<file path="src/rtl/if_fetch_unit.sv">
// Instruction-fetch stage for the RV64I pipeline.
//
// Owns the fetch PC and issues in-order 32-bit fetch requests to instruction memory. Returned
// words are paired with their request address and buffered, then offered to the IF/ID register
// as a valid/pc/instr triple that honours stall_i. A redirect retargets the PC, empties the
// buffer and drops every response still in flight.
//
// Ports:
//   clk_i, rst_i          clock, asynchronous active-high reset
//   imem_req_valid_o      fetch request valid (handshake = valid & ready)
//   imem_req_ready_i      memory accepts request
//   imem_req_addr_o       64-bit fetch address, 4-byte aligned
//   imem_rsp_valid_i      in-order response valid, always accepted
//   imem_rsp_data_i       32-bit instruction word
//   redirect_i            flush and retarget fetch
//   redirect_pc_i         new fetch PC, bits [1:0] forced to zero
//   stall_i               IF/ID hold; head is not consumed
//   if_valid_o            head instruction valid
//   if_pc_o, if_instr_o   head pc/instr, zero when not valid
module if_fetch_unit #(
  parameter logic [63:0] RESET_PC = 64'h0000_0000_8000_0000,
  parameter int unsigned DEPTH    = 4
) (
  input  logic        clk_i,
  input  logic        rst_i,
  output logic        imem_req_valid_o,
  input  logic        imem_req_ready_i,
  output logic [63:0] imem_req_addr_o,
  input  logic        imem_rsp_valid_i,
  input  logic [31:0] imem_rsp_data_i,
  input  logic        redirect_i,
  input  logic [63:0] redirect_pc_i,
  input  logic        stall_i,
  output logic        if_valid_o,
  output logic [63:0] if_pc_o,
  output logic [31:0] if_instr_o
);

  localparam int unsigned AW = (DEPTH > 1) ? $clog2(DEPTH) : 1;
  localparam int unsigned CW = AW + 1;
  localparam logic [CW:0] DepthW = (CW + 1)'(DEPTH);

  logic [63:0]   r_pc;
  logic [CW-1:0] r_outst;
  logic [CW-1:0] r_discard;
  logic [CW-1:0] r_count;

  // Tag FIFO: addresses of accepted requests awaiting their response.
  logic [63:0]   r_tag_mem [DEPTH];
  logic [AW-1:0] r_tag_wr;
  logic [AW-1:0] r_tag_rd;

  // Instruction FIFO of {pc, instr}.
  logic [63:0]   r_ipc_mem [DEPTH];
  logic [31:0]   r_ins_mem [DEPTH];
  logic [AW-1:0] r_buf_wr;
  logic [AW-1:0] r_buf_rd;

  logic          w_valid;
  logic          w_pop;
  logic [CW:0]   w_occ;
  logic          w_req_valid;
  logic          w_hs;
  logic          w_rsp;
  logic          w_keep;

  assign w_valid = (r_count != '0);
  assign w_pop   = w_valid & ~stall_i & ~redirect_i;

  // Credit check: outstanding plus buffered never exceeds DEPTH, so every response accepted
  // by the memory always has a free buffer slot waiting for it.
  assign w_occ       = {1'b0, r_outst} + {1'b0, r_count} - {{CW{1'b0}}, w_pop};
  assign w_req_valid = ~rst_i & ~redirect_i & (w_occ < DepthW);
  assign w_hs        = w_req_valid & imem_req_ready_i;

  // Responses with nothing outstanding are spurious and ignored entirely.
  assign w_rsp  = imem_rsp_valid_i & (r_outst != '0);
  assign w_keep = w_rsp & (r_discard == '0) & ~redirect_i;

  assign imem_req_valid_o = w_req_valid;
  assign imem_req_addr_o  = r_pc;

  assign if_valid_o = w_valid;
  assign if_pc_o    = w_valid ? r_ipc_mem[r_buf_rd] : 64'd0;
  assign if_instr_o = w_valid ? r_ins_mem[r_buf_rd] : 32'd0;

  always_ff @(posedge clk_i or posedge rst_i) begin
    if (rst_i) begin
      r_pc      <= RESET_PC;
      r_outst   <= '0;
      r_discard <= '0;
      r_count   <= '0;
      r_tag_wr  <= '0;
      r_tag_rd  <= '0;
      r_buf_wr  <= '0;
      r_buf_rd  <= '0;
    end else begin
      if (redirect_i) begin
        r_pc <= {redirect_pc_i[63:2], 2'b00};
      end else if (w_hs) begin
        r_pc <= r_pc + 64'd4;
      end

      unique case ({w_hs, w_rsp})
        2'b10:   r_outst <= r_outst + CW'(1);
        2'b01:   r_outst <= r_outst - CW'(1);
        default: r_outst <= r_outst;
      endcase

      if (w_hs) begin
        r_tag_wr <= r_tag_wr + AW'(1);
      end
      if (w_rsp) begin
        r_tag_rd <= r_tag_rd + AW'(1);
      end

      // A response landing in the redirect cycle is already excluded from the new count.
      if (redirect_i) begin
        r_discard <= r_outst - CW'(w_rsp);
      end else if (w_rsp && (r_discard != '0)) begin
        r_discard <= r_discard - CW'(1);
      end

      if (redirect_i) begin
        r_count  <= '0;
        r_buf_wr <= '0;
        r_buf_rd <= '0;
      end else begin
        unique case ({w_keep, w_pop})
          2'b10:   r_count <= r_count + CW'(1);
          2'b01:   r_count <= r_count - CW'(1);
          default: r_count <= r_count;
        endcase
        if (w_keep) begin
          r_buf_wr <= r_buf_wr + AW'(1);
        end
        if (w_pop) begin
          r_buf_rd <= r_buf_rd + AW'(1);
        end
      end
    end
  end

  // Storage arrays carry data only; validity is tracked by the pointers and counters above.
  always_ff @(posedge clk_i) begin
    if (w_hs) begin
      r_tag_mem[r_tag_wr] <= r_pc;
    end
    if (w_keep) begin
      r_ipc_mem[r_buf_wr] <= r_tag_mem[r_tag_rd];
      r_ins_mem[r_buf_wr] <= imem_rsp_data_i;
    end
  end

endmodule

</file>
<file path="config.mk">
export PLATFORM = sky130hd
export DESIGN_NAME = if_fetch_unit
export DESIGN_NICKNAME = d
export VERILOG_FILES = /design/src/rtl/if_fetch_unit.sv
export SDC_FILE = /design/constraint.sdc
export NUM_CORES = 1
export LEC_CHECK = 0
export CORE_MARGIN = 2
export CORE_UTILIZATION = 40
export CTS_BUF_LIST = sky130_fd_sc_hd__clkbuf_16
export CTS_CLUSTER_DIAMETER = 40
export CTS_CLUSTER_SIZE = 25
export DETAILED_ROUTE_END_ITERATION = 10
export HOLD_SLACK_MARGIN = 0.02
export RECOVER_POWER = 100
export SLEW_MARGIN = 15
export SYNTH_ARGS = -nofsm -noshare
export SYNTH_HDL_FRONTEND = slang
export SYNTH_SLANG_ARGS = --single-unit
</file>
<file path="constraint.sdc">
create_clock -name clk_i -period 4.6 [get_ports clk_i]
set_input_delay 0.92 -clock clk_i [delete_from_list [all_inputs] [get_ports clk_i]]
set_output_delay 0.92 -clock clk_i [all_outputs]
set_load 0.1 [all_outputs]
</file>
==> out/summary.txt <==
Post-Syn Instances: 1531
post-synthesis average cell area: 18.46 µm²
die area: 72810 µm²
violated checks: capacitance limit, slew limit
Vias: 15760
worst min path class: flop to flop
Setup violations, final: 0
vias per cell: 5.472
status: complete, but fails checks
area grow syn2layout: 24.01%
nets@finish: 1978
Synth Area in Simple Gates: 0.07732
RD Place Congestion: 0.8302
Setup WS pre-CTS: 0.2636 ns
I/O pin total: 264
Worst Path Arrival: 3.38 ns
wire length of the first global-routing pass: 105700 µm
Core ar.: 70030 µm²
Ys Warns: 0
CTS root buf: clkbuf_16
Top FF cell, synth: edfxtp_1
Final Hold Viols: 0
# DRC: 0
kind of critical path: flop to output port
Iter 0 DRT Violations: 1399
FP Rows: 97
Pwr Density: 667.3 nW/µm²
largest family of logic cells by synthesized area: multiplexers
Bufs on Longest Clock Path: 3
setup repair bufs after CTS: 0
post-synthesis xor/xnor area fraction: 0.004338
adder and majority gate portion of the synthesized area: 0.009826
clock insertion delay at the later pin of the skew report: 0.65 ns
clock buffer count from CTS: 99
final non-filler cell total: 2880
asr flop ratio synth: 0.1124
Compound-Gate Fraction of Synth Area: 0.03320
dpl cells: 2694
largest fanout on the critical path: 19
Post-synth EDFFs: 624
Synth cell types: 64
Tot GR Track Use: 0.1945
Peak VDD IR: 0.4545 mV
antenna violations before repair: 0
RSZ-0062 raised after global routing: false
Mapped Area: 28270 µm²
max-cap viol count: 3
GRT Residual Overflow: 0
Total Wirelength: 70400 µm
vias in the first global route: 16260
IO buf count: 257
largest net degree at the start of global routing: 95
Yosys reg bits: 703
Num Clock Sinks: 703
hpwl dp: 44670 µm
CP required: 3.68 ns
Leak: 11.61 nW
crit path time final: 4.300 ns
Antenna Violating Nets Remaining: 0
First-pass DRT Iterations: 6
Clock Pin Slew Worst Setup and Hold Paths: 0.05 ns
Die Ht: 269.8 µm
Tightest Pin Transition: 2.362 ns
Max-slew headroom: -0.5743
crit start category: flop
CTS tree: yes
share of cells above drive strength 1: 0.2424
final worst slack: 0.3004 ns
die width: 269.8 µm
Critical Path End Type: output port
Starting Density: 0.4037
mux contribution to synthesized area: 0.1268
sequential element share of the synthesized area: 0.7328
Tcrit/Tclk final: 0.9347
Clock Skew: 0.02384 ns
max-slew violations: 167
CTS H-tree depth: 3
Fmax: 232.6 MHz
WL/cell: 24.44 µm
[kinds of logic (layout without fill, tap and decap cells)]
family,Yosys count,count (layout)
compound gates,122,122
xor+xnor,14,14
fa+ha+maj,21,21
buf+inv,108,513
flops,703,703
mux,163,163
other cells,1,5
simple gates,399,399
[registers in the layout, indices dropped and copies added, names as in the netlist]
name             flops
r_buf_wr             2
r_tag_wr             2
r_buf_rd             2
r_ipc_mem          248
r_outst              3
r_ins_mem          128
r_tag_mem          248
imem_req_addr_o     62
r_discard            3
r_count              3
r_tag_rd             2
[layout by cell type, fill, tap and decap left out, types with 9 or more instances in the layout]
cell type | netlist | final
clkinv_1 | 0 | 9
dfrtp_1 | 78 | 75
inv_6 | 0 | 23
edfxtp_1 | 624 | 624
o211ai_1 | 37 | 37
clkdlybuf4s50_1 | 0 | 64
nor3_1 | 17 | 17
dlygate4sd3_1 | 0 | 100
o21ai_0 | 12 | 12
o31ai_1 | 12 | 12
clkbuf_16 | 0 | 99
inv_1 | 28 | 29
xnor2_1 | 11 | 11
nand2_1 | 100 | 100
bufinv_16 | 0 | 9
clkbuf_1 | 51 | 18
mux4_2 | 156 | 156
o311ai_0 | 33 | 33
clkinvlp_4 | 0 | 13
buf_12 | 0 | 10
ha_1 | 19 | 19
buf_4 | 5 | 16
buf_2 | 6 | 25
nor2b_1 | 109 | 109
nor4_1 | 15 | 15
nor2_1 | 22 | 21
nand3_1 | 46 | 46
nand4_1 | 22 | 22
clkinv_2 | 0 | 12
or4_1 | 17 | 17
or3_1 | 10 | 10
clkbuf_2 | 0 | 57
[synth_stat cells (2+ instances only)]
| cell type | instances | share of area |
|---|---|---|
| edfxtp_1 | 624 | 0.66 |
| mux4_2 | 156 | 0.12 |
| nor2b_1 | 109 | 0.024 |
| nand2_1 | 100 | 0.013 |
| dfrtp_1 | 78 | 0.069 |
| clkbuf_1 | 51 | 0.0068 |
| nand3_1 | 46 | 0.0081 |
| o211ai_1 | 37 | 0.0098 |
| o311ai_0 | 33 | 0.010 |
| inv_1 | 28 | 0.0037 |
| nand4_1 | 22 | 0.0049 |
| nor2_1 | 22 | 0.0029 |
| ha_1 | 19 | 0.0084 |
| nor3_1 | 17 | 0.0030 |
| or4_1 | 17 | 0.0045 |
| buf_1 | 16 | 0.0021 |
| nor4_1 | 15 | 0.0033 |
| o21ai_0 | 12 | 0.0021 |
| o31ai_1 | 12 | 0.0032 |
| and3_1 | 11 | 0.0024 |
| xnor2_1 | 11 | 0.0034 |
| or3_1 | 10 | 0.0022 |
| and2_1 | 8 | 0.0018 |
| buf_2 | 6 | 0.0011 |
| mux2i_1 | 6 | 0.0021 |
| or2_2 | 6 | 0.0013 |
| a21oi_1 | 5 | 0.00089 |
| and4_1 | 5 | 0.0015 |
| buf_4 | 5 | 0.0013 |
| o311a_1 | 3 | 0.0011 |
| xor2_1 | 3 | 0.00093 |
| a21o_1 | 2 | 0.00053 |
| a221o_1 | 2 | 0.00071 |
| a31oi_1 | 2 | 0.00044 |
| fa_1 | 2 | 0.0014 |
| nor4_2 | 2 | 0.00089 |
[worst max-delay path, cell delays in order (launching register included)]
cell	delay, ns
dfrtp_4	0.66
clkbuf_2	0.79
mux4_2	0.69
nor2b_1	0.18
clkbuf_2	0.39
[area by class of cell]
class | count | area (µm²)
antenna | 1 | 2.502
clock buffer | 99 | 2477
clock inverter | 86 | 918.4
fill | 5764 | 34970
inverter | 29 | 112.6
multi-input combinational | 723 | 7132
sequential | 703 | 20720
tap | 940 | 1176
timing repair buffer | 299 | 2511
[where the power goes]
group	switching (mW)	internal, mW	leakage [nW]
registers	0.401	7.65	6.59
logic	5.86	1.89	3.39
clock network	3.02	4.57	1.64
[per-stage QoR]
step	utilization	setup TNS [ns]	area, µm²	total power, mW	hold slack [ns]
after global placement	0.4579	0	32070	16.28	0.5309
final	0.5006	0	35050	23.39	0.5497
after CTS	0.5064	0	35460	23.99	0.5521
after floorplan	-	-0.09873	28290	14.24	0.4808
after global routing	0.5005	0	35050	24.27	0.5695
after detailed placement	0.4579	0	32070	16.38	0.5401
[what timing repair did]
action	CTS	global route
hold buffers	0	0
gates resized for setup	0	1
endpoints found under the hold margin	0	0
setup endpoints to repair	0	1
[metal layers]
layer | share of wire | global-route usage | up-vias | wire (µm)
met3 | 0.066 | 0.04027 | 80 | 4665
met4 | 0.016 | 0.05102 | 0 | 1139
met2 | 0.49 | 0.3208 | 547 | 34800
li1 | - | - | 6897 | -
met1 | 0.42 | 0.2645 | 8236 | 29790
met5 | 0 | 0 | - | 0
[final timing paths]
| path | start | to | slack (ns) | cells past startpoint |
|---|---|---|---|---|
| max | r_buf_rd[0] | if_pc_o[46] | 0.30 | 4 |
| min | r_outst[0] | r_outst[0] | 0.55 | 1 |
| max reg2reg | r_count[0] | r_tag_mem[2][49] | 0.60 | 11 |
| min reg2reg | r_outst[0] | r_outst[0] | 0.55 | 1 |
| max in group asynchronous | rst_i | r_buf_rd[1] | 1.13 | 4 |
| min in group asynchronous | rst_i | r_discard[0] | 1.76 | 3 |
Power figures use the tool's default switching activity.
